<file path="config.mk">
export PLATFORM = sky130hd
export DESIGN_NAME = lfm_phase_gen_flat
export DESIGN_NICKNAME = d
export VERILOG_FILES = /design/src/rtl/lfm_pkg.sv /design/src/rtl/lfm_phase_gen_if.sv /design/src/rtl/lfm_sweep_ctr.sv /design/src/rtl/lfm_phase_gen.sv /design/src/flat_wrapper.sv
export SDC_FILE = /design/constraint.sdc
export NUM_CORES = 1
export LEC_CHECK = 0
export ABC_AREA = 1
export CAP_MARGIN = 20
export CORE_MARGIN = 3
export CORE_UTILIZATION = 54
export CTS_BUF_LIST = sky130_fd_sc_hd__clkbuf_4 sky130_fd_sc_hd__clkbuf_8
export DETAILED_ROUTE_END_ITERATION = 12
export PLACE_DENSITY = 0.84
export SLEW_MARGIN = 15
export SYNTH_ARGS = -nofsm -noshare
export SYNTH_HDL_FRONTEND = slang
export SYNTH_SLANG_ARGS = --single-unit
</file>
<file path="constraint.sdc">
create_clock -name aclk -period 2.64 [get_ports aclk]
set_input_delay 0.66 -clock aclk [delete_from_list [all_inputs] [get_ports aclk]]
set_output_delay 0.66 -clock aclk [all_outputs]
set_load 0.03 [all_outputs]
</file>
<file path="src/rtl/lfm_pkg.sv">
// Shared definitions for the linear-FM phase-increment generator.
//   lfm_state_e : controller states (IDLE, RUN)
//   ACC_W       : width of the Q(PHASE_W.FRAC_W) increment accumulator
//   freq2inc()  : converts a frequency step (Hz) at sample rate fs (Hz) into a
//                 rounded Q-format increment, for building chirp configurations
package lfm_pkg;

   localparam int LFM_PHASE_W = 16;
   localparam int LFM_FRAC_W  = 16;
   localparam int LFM_CNT_W   = 32;
   localparam int ACC_W       = LFM_PHASE_W + LFM_FRAC_W;

   typedef enum logic {
      IDLE = 1'b0,
      RUN  = 1'b1
   } lfm_state_e;

   // f_hz / fs_hz scaled by 2^ACC_W, rounded to nearest.
   function automatic logic [ACC_W-1:0] freq2inc(input longint unsigned f_hz,
                                                 input longint unsigned fs_hz);
      longint unsigned num;
      num = (f_hz << ACC_W) + (fs_hz >> 1);
      return ACC_W'(num / fs_hz);
   endfunction

endpackage

</file>
<file path="src/rtl/lfm_phase_gen_if.sv">
// AXI-Stream phase-increment channel (generator -> DDS S_AXIS_PHASE).
//   tdata  : phase increment, PHASE_W bits
//   tvalid : beat valid
//   tready : sink ready (tie high for a DDS without tready)
//   tlast  : last sample of a sweep
interface lfm_phase_gen_if #(
   parameter int PHASE_W = 16
) ();

   logic [PHASE_W-1:0] tdata;
   logic               tvalid;
   logic               tready;
   logic               tlast;

   modport master (output tdata, output tvalid, output tlast, input tready);
   modport slave  (input tdata, input tvalid, input tlast, output tready);

endinterface

</file>
<file path="src/rtl/lfm_sweep_ctr.sv">
// Sample/sweep counters for the chirp generator.
//   load_i        : start accepted; latches n_samples/n_sweeps, clears counters
//   run_i         : controller is in RUN (tvalid is high)
//   tready_i      : AXI-S ready, a beat is accepted when run_i && tready_i
//   stop_i        : abort request, held pending while a beat is stalled
//   tlast_o       : current beat is the last of its sweep
//   sweep_end_o   : the tlast beat is accepted this cycle
//   finish_o      : run terminates on this edge (all sweeps done or stop)
//   sweep_done_o  : registered pulse following sweep_end_o
//   done_o        : registered pulse following finish_o
module lfm_sweep_ctr
   import lfm_pkg::*;
#(
   parameter int CNT_W = LFM_CNT_W
) (
   input  logic             aclk,
   input  logic             aresetn,
   input  logic             load_i,
   input  logic             run_i,
   input  logic             tready_i,
   input  logic             stop_i,
   input  logic [CNT_W-1:0] n_samples_i,
   input  logic [CNT_W-1:0] n_sweeps_i,
   output logic             tlast_o,
   output logic             sweep_end_o,
   output logic             finish_o,
   output logic             sweep_done_o,
   output logic             done_o
);

   logic [CNT_W-1:0] sample_cnt_q, sample_cnt_d;
   logic [CNT_W-1:0] sweep_cnt_q, sweep_cnt_d;
   logic [CNT_W-1:0] n_samples_q, n_samples_d;
   logic [CNT_W-1:0] n_sweeps_q, n_sweeps_d;
   logic             stop_pend_q, stop_pend_d;
   logic             sweep_done_q, done_q;
   logic             last, beat, all_done, stop_now;

   always_comb begin
      last         = (sample_cnt_q == n_samples_q - CNT_W'(1));
      beat         = run_i && tready_i;
      tlast_o      = run_i && last;
      sweep_end_o  = beat && last;
      all_done     = sweep_end_o && (n_sweeps_q != '0) &&
                     (sweep_cnt_q + CNT_W'(1) == n_sweeps_q);
      // In RUN tvalid is always high, so "no stalled beat" means a beat is
      // being accepted: the stop lands on that beat's edge.
      stop_now     = beat && (stop_i || stop_pend_q);
      finish_o     = all_done || stop_now;

      sample_cnt_d = sample_cnt_q;
      sweep_cnt_d  = sweep_cnt_q;
      n_samples_d  = n_samples_q;
      n_sweeps_d   = n_sweeps_q;
      stop_pend_d  = stop_pend_q;

      if (load_i) begin
         sample_cnt_d = '0;
         sweep_cnt_d  = '0;
         n_samples_d  = n_samples_i;
         n_sweeps_d   = n_sweeps_i;
      end else if (beat) begin
         if (last) begin
            sample_cnt_d = '0;
            sweep_cnt_d  = sweep_cnt_q + CNT_W'(1);
         end else begin
            sample_cnt_d = sample_cnt_q + CNT_W'(1);
         end
      end

      if (load_i || finish_o) begin
         stop_pend_d = 1'b0;
      end else if (run_i && stop_i) begin
         stop_pend_d = 1'b1;
      end
   end

   always_ff @(posedge aclk or negedge aresetn) begin
      if (!aresetn) begin
         sample_cnt_q <= '0;
         sweep_cnt_q  <= '0;
         n_samples_q  <= '0;
         n_sweeps_q   <= '0;
         stop_pend_q  <= 1'b0;
         sweep_done_q <= 1'b0;
         done_q       <= 1'b0;
      end else begin
         sample_cnt_q <= sample_cnt_d;
         sweep_cnt_q  <= sweep_cnt_d;
         n_samples_q  <= n_samples_d;
         n_sweeps_q   <= n_sweeps_d;
         stop_pend_q  <= stop_pend_d;
         sweep_done_q <= sweep_end_o;
         done_q       <= finish_o;
      end
   end

   assign sweep_done_o = sweep_done_q;
   assign done_o       = done_q;

endmodule

</file>
<file path="src/rtl/lfm_phase_gen.sv">
// Linear-FM chirp phase-increment generator feeding a DDS S_AXIS_PHASE port.
// A Q(PHASE_W.FRAC_W) accumulator adds the step each accepted beat so sub-LSB
// frequency steps accumulate exactly; tdata is the truncated integer part.
//   aclk, aresetn        : clock, async active-low reset
//   start, stop          : one-cycle control pulses
//   cfg_*                : sweep configuration, sampled on an accepted start
//   m_axis_phase         : AXI-S master (tdata/tvalid/tlast out, tready in)
//   busy                 : high in RUN
//   sweep_done, done     : end-of-sweep / end-of-run pulses
//   sweep_dir            : 1 = current sweep runs downward (LFM_TRIANGLE_EN only)
// Build option: define LFM_TRIANGLE_EN for triangular sweeps (odd sweeps run
// from start + (n_samples-1)*step back down to start).
//
// state | meaning
// IDLE  | no stream; waits for start with cfg_n_samples != 0
// RUN   | presenting beats; tvalid high
module lfm_phase_gen
   import lfm_pkg::*;
#(
   parameter int PHASE_W = LFM_PHASE_W,
   parameter int FRAC_W  = LFM_FRAC_W,
   parameter int CNT_W   = LFM_CNT_W
) (
   input  logic                       aclk,
   input  logic                       aresetn,
   input  logic                       start,
   input  logic                       stop,
   input  logic [PHASE_W+FRAC_W-1:0]  cfg_start_inc,
   input  logic [PHASE_W+FRAC_W-1:0]  cfg_step_inc,
   input  logic [CNT_W-1:0]           cfg_n_samples,
   input  logic [CNT_W-1:0]           cfg_n_sweeps,
   lfm_phase_gen_if.master            m_axis_phase,
`ifdef LFM_TRIANGLE_EN
   output logic                       sweep_dir,
`endif
   output logic                       busy,
   output logic                       sweep_done,
   output logic                       done
);

   localparam int AW = PHASE_W + FRAC_W;

   lfm_state_e    state_q, state_d;
   logic [AW-1:0] acc_q, acc_d;
   logic [AW-1:0] start_inc_q, start_inc_d;
   logic [AW-1:0] step_q, step_d;
   logic          load, beat, sweep_end, finish, tlast;

`ifdef LFM_TRIANGLE_EN
   logic          dir_q, dir_d;
   logic [AW-1:0] peak_q, peak_d;
   logic [AW-1:0] n_m1;
   logic [AW-1:0] span;

   // Modulo-2^AW product only needs the low AW bits of each operand.
   assign n_m1 = AW'(cfg_n_samples - CNT_W'(1));
   assign span = n_m1 * cfg_step_inc;
`endif

   assign load = (state_q == IDLE) && start && (cfg_n_samples != '0);
   assign beat = (state_q == RUN) && m_axis_phase.tready;

   lfm_sweep_ctr #(
      .CNT_W (CNT_W)
   ) u_sweep_ctr (
      .aclk         (aclk),
      .aresetn      (aresetn),
      .load_i       (load),
      .run_i        (state_q == RUN),
      .tready_i     (m_axis_phase.tready),
      .stop_i       (stop),
      .n_samples_i  (cfg_n_samples),
      .n_sweeps_i   (cfg_n_sweeps),
      .tlast_o      (tlast),
      .sweep_end_o  (sweep_end),
      .finish_o     (finish),
      .sweep_done_o (sweep_done),
      .done_o       (done)
   );

   always_comb begin
      state_d     = state_q;
      acc_d       = acc_q;
      start_inc_d = start_inc_q;
      step_d      = step_q;
`ifdef LFM_TRIANGLE_EN
      dir_d       = dir_q;
      peak_d      = peak_q;
`endif
      if (state_q == IDLE) begin
         if (load) begin
            state_d     = RUN;
            acc_d       = cfg_start_inc;
            start_inc_d = cfg_start_inc;
            step_d      = cfg_step_inc;
`ifdef LFM_TRIANGLE_EN
            dir_d       = 1'b0;
            peak_d      = cfg_start_inc + span;
`endif
         end
      end else begin
         if (beat) begin
`ifdef LFM_TRIANGLE_EN
            if (sweep_end) begin
               acc_d = dir_q ? start_inc_q : peak_q;
               dir_d = ~dir_q;
            end else begin
               acc_d = dir_q ? (acc_q - step_q) : (acc_q + step_q);
            end
`else
            acc_d = sweep_end ? start_inc_q : (acc_q + step_q);
`endif
         end
         if (finish) begin
            state_d = IDLE;
         end
      end
   end

   always_ff @(posedge aclk or negedge aresetn) begin
      if (!aresetn) begin
         state_q     <= IDLE;
         acc_q       <= '0;
         start_inc_q <= '0;
         step_q      <= '0;
`ifdef LFM_TRIANGLE_EN
         dir_q       <= 1'b0;
         peak_q      <= '0;
`endif
      end else begin
         state_q     <= state_d;
         acc_q       <= acc_d;
         start_inc_q <= start_inc_d;
         step_q      <= step_d;
`ifdef LFM_TRIANGLE_EN
         dir_q       <= dir_d;
         peak_q      <= peak_d;
`endif
      end
   end

   assign m_axis_phase.tvalid = (state_q == RUN);
   assign m_axis_phase.tdata  = acc_q[AW-1:FRAC_W];
   assign m_axis_phase.tlast  = tlast;
   assign busy                = (state_q == RUN);
`ifdef LFM_TRIANGLE_EN
   assign sweep_dir           = dir_q;
`endif

endmodule

</file>
<file path="src/flat_wrapper.sv">
// flat-port wrapper written by rule: the top's interface ports become plain ports
module lfm_phase_gen_flat import lfm_pkg::*;
#(
   parameter int PHASE_W = LFM_PHASE_W,
   parameter int FRAC_W  = LFM_FRAC_W,
   parameter int CNT_W   = LFM_CNT_W
)
  (aclk, aresetn, start, stop, cfg_start_inc, cfg_step_inc, cfg_n_samples, cfg_n_sweeps, busy, sweep_done, done, m_axis_phase_tdata, m_axis_phase_tvalid, m_axis_phase_tlast, m_axis_phase_tready);
  lfm_phase_gen_if #(.PHASE_W(PHASE_W)) m_axis_phase_i ();
  input  logic aclk;
  input  logic aresetn;
  input  logic start;
  input  logic stop;
  input  logic [PHASE_W+FRAC_W-1:0] cfg_start_inc;
  input  logic [PHASE_W+FRAC_W-1:0] cfg_step_inc;
  input  logic [CNT_W-1:0] cfg_n_samples;
  input  logic [CNT_W-1:0] cfg_n_sweeps;
  output logic busy;
  output logic sweep_done;
  output logic done;
  output wire logic [$bits(m_axis_phase_i.tdata)-1:0] m_axis_phase_tdata;
  output wire logic [$bits(m_axis_phase_i.tvalid)-1:0] m_axis_phase_tvalid;
  output wire logic [$bits(m_axis_phase_i.tlast)-1:0] m_axis_phase_tlast;
  input wire logic [$bits(m_axis_phase_i.tready)-1:0] m_axis_phase_tready;
  assign m_axis_phase_tdata = m_axis_phase_i.tdata;
  assign m_axis_phase_tvalid = m_axis_phase_i.tvalid;
  assign m_axis_phase_tlast = m_axis_phase_i.tlast;
  assign m_axis_phase_i.tready = m_axis_phase_tready;
  lfm_phase_gen #(.PHASE_W(PHASE_W), .FRAC_W(FRAC_W), .CNT_W(CNT_W)) u_core (.aclk(aclk), .aresetn(aresetn), .start(start), .stop(stop), .cfg_start_inc(cfg_start_inc), .cfg_step_inc(cfg_step_inc), .cfg_n_samples(cfg_n_samples), .cfg_n_sweeps(cfg_n_sweeps), .m_axis_phase(m_axis_phase_i), .busy(busy), .sweep_done(sweep_done), .done(done));
endmodule
</file>
; Word level (Yosys, flattened, before mapping)
; Index checks and enable logic that the tools add are counted.
[word_totals]
ff_bits = 228
in_bits = 133
output_inout_bits = 21
wordCells = 55
[classes]
n_addsub = 4
eq_ne = 3
mux = 15
bitwise = 1
reduce_logical = 21
[ops]
columns = operator, n
row1 = $mux W32, 10
row2 = $add A32 B1 Y32 const B, 2
row3 = $eq A32 B32 Y1, 2
row4 = $reduce_bool A32 Y1, 2
row5 = $add A32 B32 Y32, 1
row6 = $sub A32 B1 Y32 const B, 1
row7 = $logic_and A1 B1 Y1, 9
row8 = $reduce_bool A2 Y1, 4
row9 = $reduce_and A2 Y1, 3
row10 = $mux W1, 5
row11 = $logic_or A1 B1 Y1, 3
row12 = $ne A2 B2 Y1 const B, 1
row13 = $not A1 Y1, 1

; Logic depth before layout (Yosys ltp)
[depth]
ltp_word = 8
depth_mapped = 19
mapped_depth_nobuf = 18

; Cells and area by module
; A second synthesis with hierarchy kept.
[unflattened]
cells_unflattened = 2376
hier_area_um2 = 15954.1
[modules_own_cells]
columns = mod, n_inst, cells_each, area_per_inst_um2, seq_area_each_um2
row1 = lfm_sweep_ctr, 1, 1318, 9126.3, 3278.1
row2 = lfm_phase_gen, 1, 1058, 6827.8, 2427.3

; Worst setup path after synthesis
; Ideal clock, no wire load.
[synth_path]
path_kind = register to output
from = register u_core.u_sweep_ctr.n_samples_q[0]
to = output m_axis_phase_tlast
arrival_ns = 2.281
required_time_ns = 1.980
path_slack_ns = -0.301
path_stages_with_launch = 16
path_buffers = 1
cell_sequence = dfrtp_1 -> inv_2 -> ha_1 -> nand2_2 -> nor2_4 -> buf_6 -> nand3_1 -> nand2_1 -> nand2_1 -> nor2_1 -> nand2_1 -> nor2_1 -> nand2_1 -> nor3_1 -> nand2_1 -> nor2_1
[synth_via]
elab_chain_len = 3
[synth_lines]
columns = item, line
row1 = "start, declared", lfm_sweep_ctr.sv:33  ; logic [CNT_W-1:0] n_samples_q, n_samples_d;
row2 = "start signal, assigned", lfm_sweep_ctr.sv:90  ; n_samples_q <= n_samples_d;
row3 = $sub A32 B1 Y32, lfm_sweep_ctr.sv:40  ; last = (sample_cnt_q == n_samples_q - CNT_W'(1));
row4 = $eq A32 B32 Y1, lfm_sweep_ctr.sv:40
row5 = $logic_and A1 B1 Y1, lfm_sweep_ctr.sv:42  ; tlast_o = run_i && last;
row6 = "end, declared", flat_wrapper.sv:23  ; output wire logic [$bits(m_axis_phase_i.tlast)-1:0] m_axis_phase_tlast;
; No other way between the ends.

; Worst setup path in the final report
[layout_path]
from = register u_core.u_sweep_ctr.n_samples_q[2]
to = output m_axis_phase_tlast
; The elaborated chain is that of the path after synthesis.

==> flow_metrics.env <==
export IMPL_drt_iter0_drc=1640
export IMPL_post_route_util_pct=74.72
export IMPL_rsz0062_at_grt="true"
export IMPL_cts_root_buf="clkbuf_8"
export IMPL_cp_slowest_cell="dfrtp_1"
export IMPL_gp_congestion=1.015
export IMPL_clockBufferDepth=3
export IMPL_critPathMaxFanout=4
export IMPL_final_net_count=2757
export IMPL_die_area_mm2=0.03043
export IMPL_pre_cts_slack_ns=-0.5396
export IMPL_critPathKind="reg2out"
export IMPL_reg2reg_depth=19
export IMPL_synth_fp_nets=2390
export IMPL_avgSynthCellArea_um2=6.895
export IMPL_hold_viol=0
export IMPL_core_mm2=0.02786
export IMPL_multi_input_area_mm2=0.009055
export IMPL_seqCellArea_mm2=0.005708
export IMPL_r2r_end="u_core.u_sweep_ctr.sweep_cnt_q[10]"
export IMPL_ys_warn_count=0
export IMPL_final_setup_tns_ns=-28.76
export IMPL_dr_pass1_iters=5
export IMPL_finalPower_mw=24.32
export IMPL_failed_checks="setup timing"
export IMPL_cp_start_kind="register"
export IMPL_gr_usage_all_layers_pct=33.12
export IMPL_synthToLayoutAreaGrowth_pct=35.87
export IMPL_synth_seq_area_share_pct=37.24
export IMPL_critPathRequiredTime_ns=1.98
export IMPL_powerDensity_mw_per_mm2=1168
export IMPL_nFillCells=2075
export IMPL_maxCapViolCount=0
export IMPL_wl_per_cell_um=17.40
export IMPL_layout_min_cycle_time_ns=3.556
export IMPL_cts_sinks=228
export IMPL_clock_insertion_delay_worst_skew_ns=0.56
export IMPL_viasPerCell=5.586
export IMPL_ant_nets=0
export IMPL_slowest_delay_ns=0.40
export IMPL_setup_viol=101
export IMPL_worstReg2RegStart="u_core.u_sweep_ctr.n_samples_q[2]"
export IMPL_drc=0
export IMPL_tightest_slew_ns=0.4913
export IMPL_io_pins=154
export IMPL_leakage_nw=10.07
export IMPL_vias=16750
export IMPL_synth_area_mm2=0.01532
export IMPL_clk_pin_slew_ns=0.06
export IMPL_ff2ff_setup_slack_ns=-0.41
export IMPL_worst_setup_path_end_kind="primary output"
export IMPL_wirelength_um=52170
export IMPL_ys_ff_latch=228
export IMPL_grt_pass1_vias=16300
export IMPL_antenna_found_initial=0
export IMPL_hp_class="in2async"
export IMPL_swShare_pct=46.48
export IMPL_grt_pass1_wl_um=82180
export IMPL_p_switching_mw=11.30
export IMPL_p_comb_share_pct=59.6
export IMPL_cts_made_buffers=41
export IMPL_clock_fmax_mhz=281.2
export IMPL_worstPathArrival_ns=2.90
export IMPL_gr_total_overflow=0
export IMPL_outcome="complete, but fails checks"
export IMPL_cts_hold_buffers=0
export IMPL_crit_chain="buf_6, nor2_4, nand2_8, inv_1, nand2_1, nand2_2, nand2_1, nor2_1, nand3_2, nor2_2, nand4_1, nor3_2, nand2_2, nor2_4, buf_12"
export IMPL_synthCells=2222
export IMPL_cts_tree="done"
export IMPL_synth_cell_type_count=48
export IMPL_final_max_slew_viol_count=0
export IMPL_io_buffers=153
export IMPL_initial_core_util_pct=55.00
export IMPL_finalClockSkew_ns=0.02472
export IMPL_die_w_um=174.4
export IMPL_p_int_mw=13.02
export IMPL_place_hpwl_um=37100
export IMPL_p_clk_share_pct=15.9
export IMPL_drive_above_1_share_pct=19.27
export IMPL_h_tree_depth=2
export IMPL_setup_ws_ns=-0.9161
export IMPL_row_count=61
export IMPL_grt_max_degree=55
export IMPL_diodes=0
export IMPL_ir_drop_uv=744.9
export IMPL_die_h_um=174.4
export IMPL_period_share_pct=134.7
export IMPL_slew_headroom_pct=66.90
export IMPL_seq_power_share_pct=24.5
-- logic make-up (layout without fill, tap and decap cells) --
group / Yosys count / in the layout / synth area share (%)
AOI/OAI and AO/OA: 242 / 242 / 8.550
xor gates and xnor gates: 102 / 102 / 5.921
DFF: 228 / 228 / 37.24
adders and majority gates: 35 / 35 / 2.907
buffers and inverters: 247 / 644 / 7.105
and+or+nand+nor: 1368 / 1369 / 38.28
-- per-stage QoR --
stage          instance area [µm²]  hold WS, ns  cells
5_1_grt                      20820      0.06055   2998
3_5_place_dp                 18670       0.4654   2870
2_1_floorplan                15350       0.3644   2222
3_3_place_gp                 18670       0.4625   2870
4_1_cts                      20450      0.03153   2988
6_report                     20820      0.03844   2998
-- critical path, delay by kind of cell, from the launching register on --
| kind | cells | cell delay [ns] |
|---|---|---|
| buffers and inverters | 3 | 0.36 |
| flip-flops | 1 | 0.40 |
| AND/OR/NAND/NOR | 12 | 1.56 |
-- flip-flops by register name (all words and copies together), names as in the netlist --
register	flops
u_core.u_sweep_ctr.done_o	1
u_core.u_sweep_ctr.n_sweeps_q	32
u_core.u_sweep_ctr.n_samples_q	32
u_core.start_inc_q	32
u_core.u_sweep_ctr.sweep_cnt_q	32
u_core.acc_q	32
u_core.u_sweep_ctr.sample_cnt_q	32
u_core.step_q	32
u_core.u_sweep_ctr.sweep_done_o	1
u_core.u_sweep_ctr.stop_pend_q	1
u_core.busy	1
-- per-layer routing --
metal	vias up	GRT usage [%]	wire length [µm]
met5	-	0	0
met1	7829	43.89	21490
li1	7935	-	-
met4	0	12.33	2012
met2	822	54.77	24630
met3	162	5.526	4034
-- placed cells by master, fill, tap and decap left out, types with 65 or more instances in the layout --
cell               n
xor2_1            76
nand4_1           73
nand3_1           69
dfrtp_1          226
buf_4            205
clkdlybuf4s50_1  149
inv_1            140
a21oi_1           65
nand2_1          855
nor2_1           193
o21ai_0           75
-- power by group through the flow --
stage          Sequential, mW  Clock [mW]  Combinational, mW
3_5_place_dp             5.92           0               13.0
5_1_grt                  6.07        4.05               16.0
6_report                 5.95        3.87               14.5
4_1_cts                  5.90        3.90               13.7
2_1_floorplan            5.62           0               8.76
3_3_place_gp             5.89           0               12.7
-- cell usage after synthesis, drive strengths merged --
cell type | instances | area (µm²)
nor4 | 20 | 125.1
and3 | 2 | 12.51
xnor2 | 24 | 210.2
and2 | 2 | 12.51
nand4 | 73 | 456.7
nand3 | 84 | 457.9
o21a | 2 | 15.01
inv | 155 | 581.8
a31oi | 4 | 31.28
clkinv | 1 | 3.750
or2 | 7 | 43.80
a21boi | 2 | 15.01
a211oi | 2 | 15.01
ha | 34 | 425.4
o22ai | 18 | 112.6
buf | 46 | 334.1
o211ai | 3 | 22.52
a21oi | 81 | 405.4
nor2 | 229 | 1006
xnor3 | 1 | 22.52
o21ai | 114 | 570.5
nor3b | 2 | 15.01
o31a | 1 | 8.760
dfrtp | 228 | 5705
a21o | 4 | 30.03
nand3b | 22 | 165.2
xor2 | 77 | 674.4
a22o | 1 | 8.760
o21bai | 10 | 75.07
nor3 | 34 | 190.2
fa | 1 | 20.02
clkbuf | 45 | 168.9
nand2 | 893 | 3379
-- cell type report --
type                    count  area share (%)
repair buffers            414           19.40
clock buffers              63           3.745
clock inverters            11          0.8054
inverters                 156           2.861
flip-flops and latches    228           27.42
well taps                 378           2.272
multi-input cells        1748           43.50
-- how the worst max path moves through the flow --
stage | startpoint | end | slack, ns | depth (start not counted)
after floorplan | u_core.u_sweep_ctr.n_samples_q[0] | m_axis_phase_tlast | 0.004 | 12
after detailed placement | cfg_n_samples[17] | u_core.u_sweep_ctr.sample_cnt_q[5] | -0.54 | 11
after global routing | u_core.u_sweep_ctr.n_samples_q[2] | m_axis_phase_tlast | -1.01 | 15
after global placement | cfg_n_samples[17] | u_core.u_sweep_ctr.sample_cnt_q[17] | -0.51 | 10
final | u_core.u_sweep_ctr.n_samples_q[2] | m_axis_phase_tlast | -0.92 | 15
after CTS | u_core.u_sweep_ctr.n_samples_q[1] | m_axis_phase_tlast | -0.78 | 15
-- timing repair --
item	CTS	global route
pin swaps	68	44
buffers inserted	37	14
resized for setup	89	86
cloned	8	3
setup endpoints to repair	77	101
Power figures use the tool's default switching activity.
